**src/rtl/div_unit_if.sv**
```systemverilog
// rtl/div_unit_if.sv - EX-to-divider request/response bundle; DIV_ZERO_FLAG_EN adds div_zero_o
interface div_unit_if #(
  parameter int WIDTH = 32
);
  logic                 signed_div_i;
  logic [WIDTH-1:0]     opdata1_i;
  logic [WIDTH-1:0]     opdata2_i;
  logic                 start_i;
  logic                 annul_i;
  logic [2*WIDTH-1:0]   result_o;
  logic                 ready_o;
`ifdef DIV_ZERO_FLAG_EN
  logic                 div_zero_o;

  modport master (
    output signed_div_i, opdata1_i, opdata2_i, start_i, annul_i,
    input  result_o, ready_o, div_zero_o
  );
  modport slave (
    input  signed_div_i, opdata1_i, opdata2_i, start_i, annul_i,
    output result_o, ready_o, div_zero_o
  );
`else
  modport master (
    output signed_div_i, opdata1_i, opdata2_i, start_i, annul_i,
    input  result_o, ready_o
  );
  modport slave (
    input  signed_div_i, opdata1_i, opdata2_i, start_i, annul_i,
    output result_o, ready_o
  );
`endif
endinterface

```
**src/rtl/div_unit.sv**
```systemverilog
// rtl/div_unit.sv - one-bit-per-cycle restoring divider for DIV/DIVU, result {remainder, quotient}
// Optional DIV_ZERO_FLAG_EN drives div_zero_o for zero-divisor requests.
module div_unit #(
  parameter int WIDTH = 32
) (
  input  logic       clk,
  input  logic       rst,
  div_unit_if.slave  bus
);
  localparam int CW = $clog2(WIDTH + 1);

  typedef enum logic [1:0] {FREE, BY_ZERO, ON, END} state_t;

  state_t               state, state_nxt;
  logic [CW-1:0]        cnt;
  logic [2*WIDTH:0]     work;
  logic [WIDTH-1:0]     divisor;
  logic                 q_neg, r_neg;
  logic [2*WIDTH-1:0]   result_q;
  logic                 ready_q;

  logic                 a_neg, b_neg, div_zero;
  logic [WIDTH-1:0]     abs_a, abs_b, quot, rem;
  logic [WIDTH:0]       trial;

  always_comb begin
    a_neg    = bus.signed_div_i & bus.opdata1_i[WIDTH-1];
    b_neg    = bus.signed_div_i & bus.opdata2_i[WIDTH-1];
    abs_a    = a_neg ? -bus.opdata1_i : bus.opdata1_i;
    abs_b    = b_neg ? -bus.opdata2_i : bus.opdata2_i;
    div_zero = (bus.opdata2_i == '0);
    // Partial remainder is WIDTH+1 bits so divisors above 2^(WIDTH-1) still resolve correctly.
    trial    = work[2*WIDTH:WIDTH] - {1'b0, divisor};
    quot     = q_neg ? -work[WIDTH-1:0] : work[WIDTH-1:0];
    rem      = r_neg ? -work[2*WIDTH:WIDTH+1] : work[2*WIDTH:WIDTH+1];
  end

  always_comb begin
    state_nxt = state;
    case (state)
      FREE:    if (bus.start_i && !bus.annul_i) state_nxt = div_zero ? BY_ZERO : ON;
      BY_ZERO: state_nxt = END;
      ON: begin
        if (bus.annul_i)              state_nxt = FREE;
        else if (cnt == CW'(WIDTH))   state_nxt = END;
      end
      END:     if (!bus.start_i) state_nxt = FREE;
      default: state_nxt = FREE;
    endcase
  end

  always_ff @(posedge clk) begin
    if (rst) state <= FREE;
    else     state <= state_nxt;
  end

  always_ff @(posedge clk) begin
    if (rst) begin
      cnt      <= '0;
      work     <= '0;
      divisor  <= '0;
      q_neg    <= 1'b0;
      r_neg    <= 1'b0;
      result_q <= '0;
      ready_q  <= 1'b0;
    end else begin
      case (state)
        FREE: begin
          ready_q  <= 1'b0;
          result_q <= '0;
          if (bus.start_i && !bus.annul_i && !div_zero) begin
            cnt     <= '0;
            work    <= {{WIDTH{1'b0}}, abs_a, 1'b0};
            divisor <= abs_b;
            q_neg   <= a_neg ^ b_neg;
            r_neg   <= a_neg;
          end
        end
        BY_ZERO: begin
          result_q <= '0;
          ready_q  <= 1'b1;
        end
        ON: begin
          if (bus.annul_i) begin
            ready_q  <= 1'b0;
            result_q <= '0;
          end else if (cnt != CW'(WIDTH)) begin
            work <= trial[WIDTH] ? {work[2*WIDTH-1:0], 1'b0}
                                 : {trial[WIDTH-1:0], work[WIDTH-1:0], 1'b1};
            cnt  <= cnt + 1'b1;
          end else begin
            result_q <= {rem, quot};
            ready_q  <= 1'b1;
          end
        end
        END: begin
          if (!bus.start_i) begin
            ready_q  <= 1'b0;
            result_q <= '0;
          end
        end
        default: ;
      endcase
    end
  end

`ifdef DIV_ZERO_FLAG_EN
  logic div_zero_q;

  always_ff @(posedge clk) begin
    if (rst)                                 div_zero_q <= 1'b0;
    else if (state == BY_ZERO)               div_zero_q <= 1'b1;
    else if (state == END && !bus.start_i)   div_zero_q <= 1'b0;
    else if (state == FREE)                  div_zero_q <= 1'b0;
  end

  assign bus.div_zero_o = div_zero_q;
`endif

  assign bus.result_o = result_q;
  assign bus.ready_o  = ready_q;
endmodule

```
**src/flat_wrapper.sv**
```systemverilog
// flat-port wrapper written by rule: the top's interface ports become plain ports
module div_unit_flat 
#(
  parameter int WIDTH = 32
)
  (clk, rst, bus_signed_div_i, bus_opdata1_i, bus_opdata2_i, bus_start_i, bus_annul_i, bus_result_o, bus_ready_o);
  div_unit_if #(.WIDTH(WIDTH)) bus_i ();
  input  logic clk;
  input  logic rst;
  input wire logic [$bits(bus_i.signed_div_i)-1:0] bus_signed_div_i;
  input wire logic [$bits(bus_i.opdata1_i)-1:0] bus_opdata1_i;
  input wire logic [$bits(bus_i.opdata2_i)-1:0] bus_opdata2_i;
  input wire logic [$bits(bus_i.start_i)-1:0] bus_start_i;
  input wire logic [$bits(bus_i.annul_i)-1:0] bus_annul_i;
  output wire logic [$bits(bus_i.result_o)-1:0] bus_result_o;
  output wire logic [$bits(bus_i.ready_o)-1:0] bus_ready_o;
  assign bus_i.signed_div_i = bus_signed_div_i;
  assign bus_i.opdata1_i = bus_opdata1_i;
  assign bus_i.opdata2_i = bus_opdata2_i;
  assign bus_i.start_i = bus_start_i;
  assign bus_i.annul_i = bus_annul_i;
  assign bus_result_o = bus_i.result_o;
  assign bus_ready_o = bus_i.ready_o;
  div_unit #(.WIDTH(WIDTH)) u_core (.clk(clk), .rst(rst), .bus(bus_i));
endmodule
```
**config.mk**
```make
export PLATFORM = sky130hd
export DESIGN_NAME = div_unit_flat
export DESIGN_NICKNAME = d
export VERILOG_FILES = /design/src/rtl/div_unit_if.sv /design/src/rtl/div_unit.sv /design/src/flat_wrapper.sv
export SDC_FILE = /design/constraint.sdc
export NUM_CORES = 1
export LEC_CHECK = 0
export ABC_AREA = 1
export CAP_MARGIN = 20
export CORE_MARGIN = 2
export CORE_UTILIZATION = 35
export DETAILED_ROUTE_END_ITERATION = 12
export DONT_BUFFER_PORTS = 1
export PLACE_DENSITY_LB_ADDON = 0.15
export REMOVE_ABC_BUFFERS = 1
export SLEW_MARGIN = 10
export SYNTH_ARGS = -nofsm -noshare
export SYNTH_HDL_FRONTEND = slang
export SYNTH_SLANG_ARGS = --single-unit
```
**constraint.sdc**
```tcl
create_clock -name clk -period 5.1 [get_ports clk]
set_input_delay 0.765 -clock clk [delete_from_list [all_inputs] [get_ports clk]]
set_output_delay 0.765 -clock clk [all_outputs]
set_load 0.005 [all_outputs]
```
==> reports/qor.txt <==
placed inst area - 13340 um^2
total gr overflow - 0
max cap viols - 0
final worst setup slack - 1.636 ns
gr usage total - 0.2374
Num Clock Sinks - 172
HPWL Detailed - 35620 um
commonest non-fill, non-tap cell in the layout - nand2_1
CTS root buf - clkbuf_16
number of flops mapped to enable cells by yosys - 0
Fmax - 288.7 MHz
Slowest cell on crit path - nor2_2
Top delay family on crit path - buffers and inverters
min-delay worst type - in2reg
Max IR drop VDD - 0.2481 mV
Setup violations, final - 0
clk slew on worst S/H paths - 0.08 ns
clock latency at the later pin of the worst-skew pair - 0.46 ns
Cell Chain, Critical Path - inv_1, ha_1, buf_4, inv_2, nand2_1, a21oi_4, nand2_4, nor2_2, buf_4, nand3_1, a21oi_1
CTS Hold Bufs - 0
total number of vias - 13790
Worst-Margin Slew - 0.9010 ns
Yosys cell types - 45
leakage - 6.394 nW
most frequent cells in the layout - 677 x nand2_1, 296 x inv_1, 216 x nand3_1
die area - 38920 um^2
DRC - 0
WHS Path Cells - 1
area of the multi-input gates - 8088 um^2
max-slew violations - 0
number of vias per cell - 5.202
Yosys reg bits - 172
Slew headroom - 0.3987
Crit Path Category - reg2reg
vias in the first global route - 12880
share of cells above drive strength 1 - 0.03804
Fillers - 4099
Bufs and invs on worst path - 4
pwr dens - 401.1 nW/um^2
Seq. cell area - 3443 um^2
Die H - 197.3 um
Clock Skew - 0.01042 ns
final antenna diode count - 0
Crit Path Max Fanout - 34
Critical Path Stages - 11
Worst Setup SP - u_core.state[0]$_SDFFE_PP0P_
first-pass GRT wire length - 71800 um
Setup TNS - 0 ns
Pre-Repair DR Iteration Count - 6
Layout area overhead - 6.364%
WL/cell - 17.27 um
R2R cell count - 11
fin crit period - 3.464 ns
PortBufs - 0
CTS resizes - 0
reg2reg start - u_core.state[0]$_SDFFE_PP0P_
io pins - 134
Final Hold Fails - 0
Antenna Nets Post-Route - 0
CORE AREA - 36700 um^2
Final Net Count - 2281
sequential area share after synthesis - 0.2633
CP dominant cell by count - buf_4
synth warn - 0
Die Wd - 197.3 um
H-tree depth - 4
Post-Place Worst Slack - 1.676 ns
Worst setup SP type - flop
CP Data Required Time - 5.48 ns
mean post-synth cell area - 5.879 um^2
period utilization - 0.6792
Async SR Flop Fraction - 0
Total Routed Length - 45750 um
maximum clock path buffer count - 2
Tot Pwr - 5.578 mW
RSZ-0062 raised after global routing - no
Worst Setup End Kind - flop
pin count of the biggest net entering global routing - 141
1st-iter DRT viols - 1071
Post-synth top flop - dfxtp_1
initial antenna violation count - 0
Crit path arrival time - 3.84 ns
TritonCTS clock tree - yes
Slowest Stage Delay on Critical Path - 0.59 ns
setup bufs post-CTS - 0
num rows - 70
TritonCTS buffer count - 17
Hold Startpoint - rst
final core utilization - 0.3790
Initial Util - 0.3563
Design Area, Final - 13910 um^2
Synth Cell Area - 13080 um^2
outcome - completed
Cells after Synth - 2224
RD Place Congestion - 0.9242
stage by stage:
| stage | cells | hold slack (ns) |
|---|---|---|
| after detailed placement | 2618 | 0.4575 |
| after global placement | 2618 | 0.4485 |
| after CTS | 2650 | 0.3680 |
| after global routing | 2650 | 0.3503 |
| final | 2650 | 0.3889 |
| after floorplan | 2141 | 0.4324 |
path summary, 6_finish.rpt:
kind / to / slack, ns
hold reg to reg: u_core.work[32]$_SDFFE_PP0P_ / 0.47
hold / removal: u_core.bus.result_o[21]$_SDFFE_PP0P_ / 0.39
setup reg to reg: u_core.work[55]$_SDFFE_PP0P_ / 1.64
setup / recovery: u_core.work[55]$_SDFFE_PP0P_ / 1.64
synth_stat cells, drive strengths merged, types with 6 or more instances:
master	number	area [um^2]
o21ai	122	621.9
buf	34	206.4
inv	307	1152
o211ai	6	45.04
nor2	196	775.7
nand4	44	305.3
ha	42	525.5
nand2	687	2611
clkbuf	49	183.9
xnor2	14	122.6
dfxtp	172	3443
nor3	31	165.2
nand3b	19	142.6
a21oi	206	1042
xor2	45	394.1
nand3	216	1081
logic make-up after synthesis:
family	count (synthesis)	synth area share
AO/OA/AOI/OAI	352	0.1411
XOR/XNOR	59	0.03952
adder cells (fa/ha/maj)	43	0.04172
buffers and inverters	391	0.1183
flip-flops	172	0.2633
AND/OR/NAND/NOR	1207	0.3960
per-layer routing:
metal,vias to the layer above,share of wire,track usage
met3,60,0.057,0.04200
met2,374,0.44,0.3718
met1,6332,0.47,0.3282
met4,0,0.028,0.08048
met5,-,0,0
li1,7019,-,-
registers in the layout, indices dropped and copies added (netlist names):
register	flops
u_core.bus.ready_o	1
u_core.work	65
u_core.q_neg	1
u_core.bus.result_o	64
u_core.state	2
u_core.cnt	6
u_core.divisor	32
u_core.r_neg	1
worst register-to-register path: cells and delay by family (launching register included):
kind / cells / cell delay, ns
buffers and inverters: 4 / 1.20
and+or+nand+nor: 4 / 1.13
AOI/OAI and AO/OA: 2 / 0.49
DFF: 1 / 0.38
adders and majority gates: 1 / 0.19
final cells by class:
class                           instances  share of cell area
Clock buffer                           17             0.03059
Clock inverter                         15             0.01017
Inverter                              308             0.08313
Multi-Input combinational cell       1661              0.5816
Sequential cell                       172              0.2476
Tap cell                              468             0.04211
Timing Repair Buffer                    9            0.004858
report_power, final:
group	switching, mW	internal (mW)	leakage (nW)	total, mW
sequential	0.163	1.52	1.40	1.68
combinational	1.89	0.722	4.72	2.61
clock	0.606	0.680	0.276	1.29
total	2.66	2.92	6.39	5.58
Note: power is estimated with default switching activity, not from simulation.
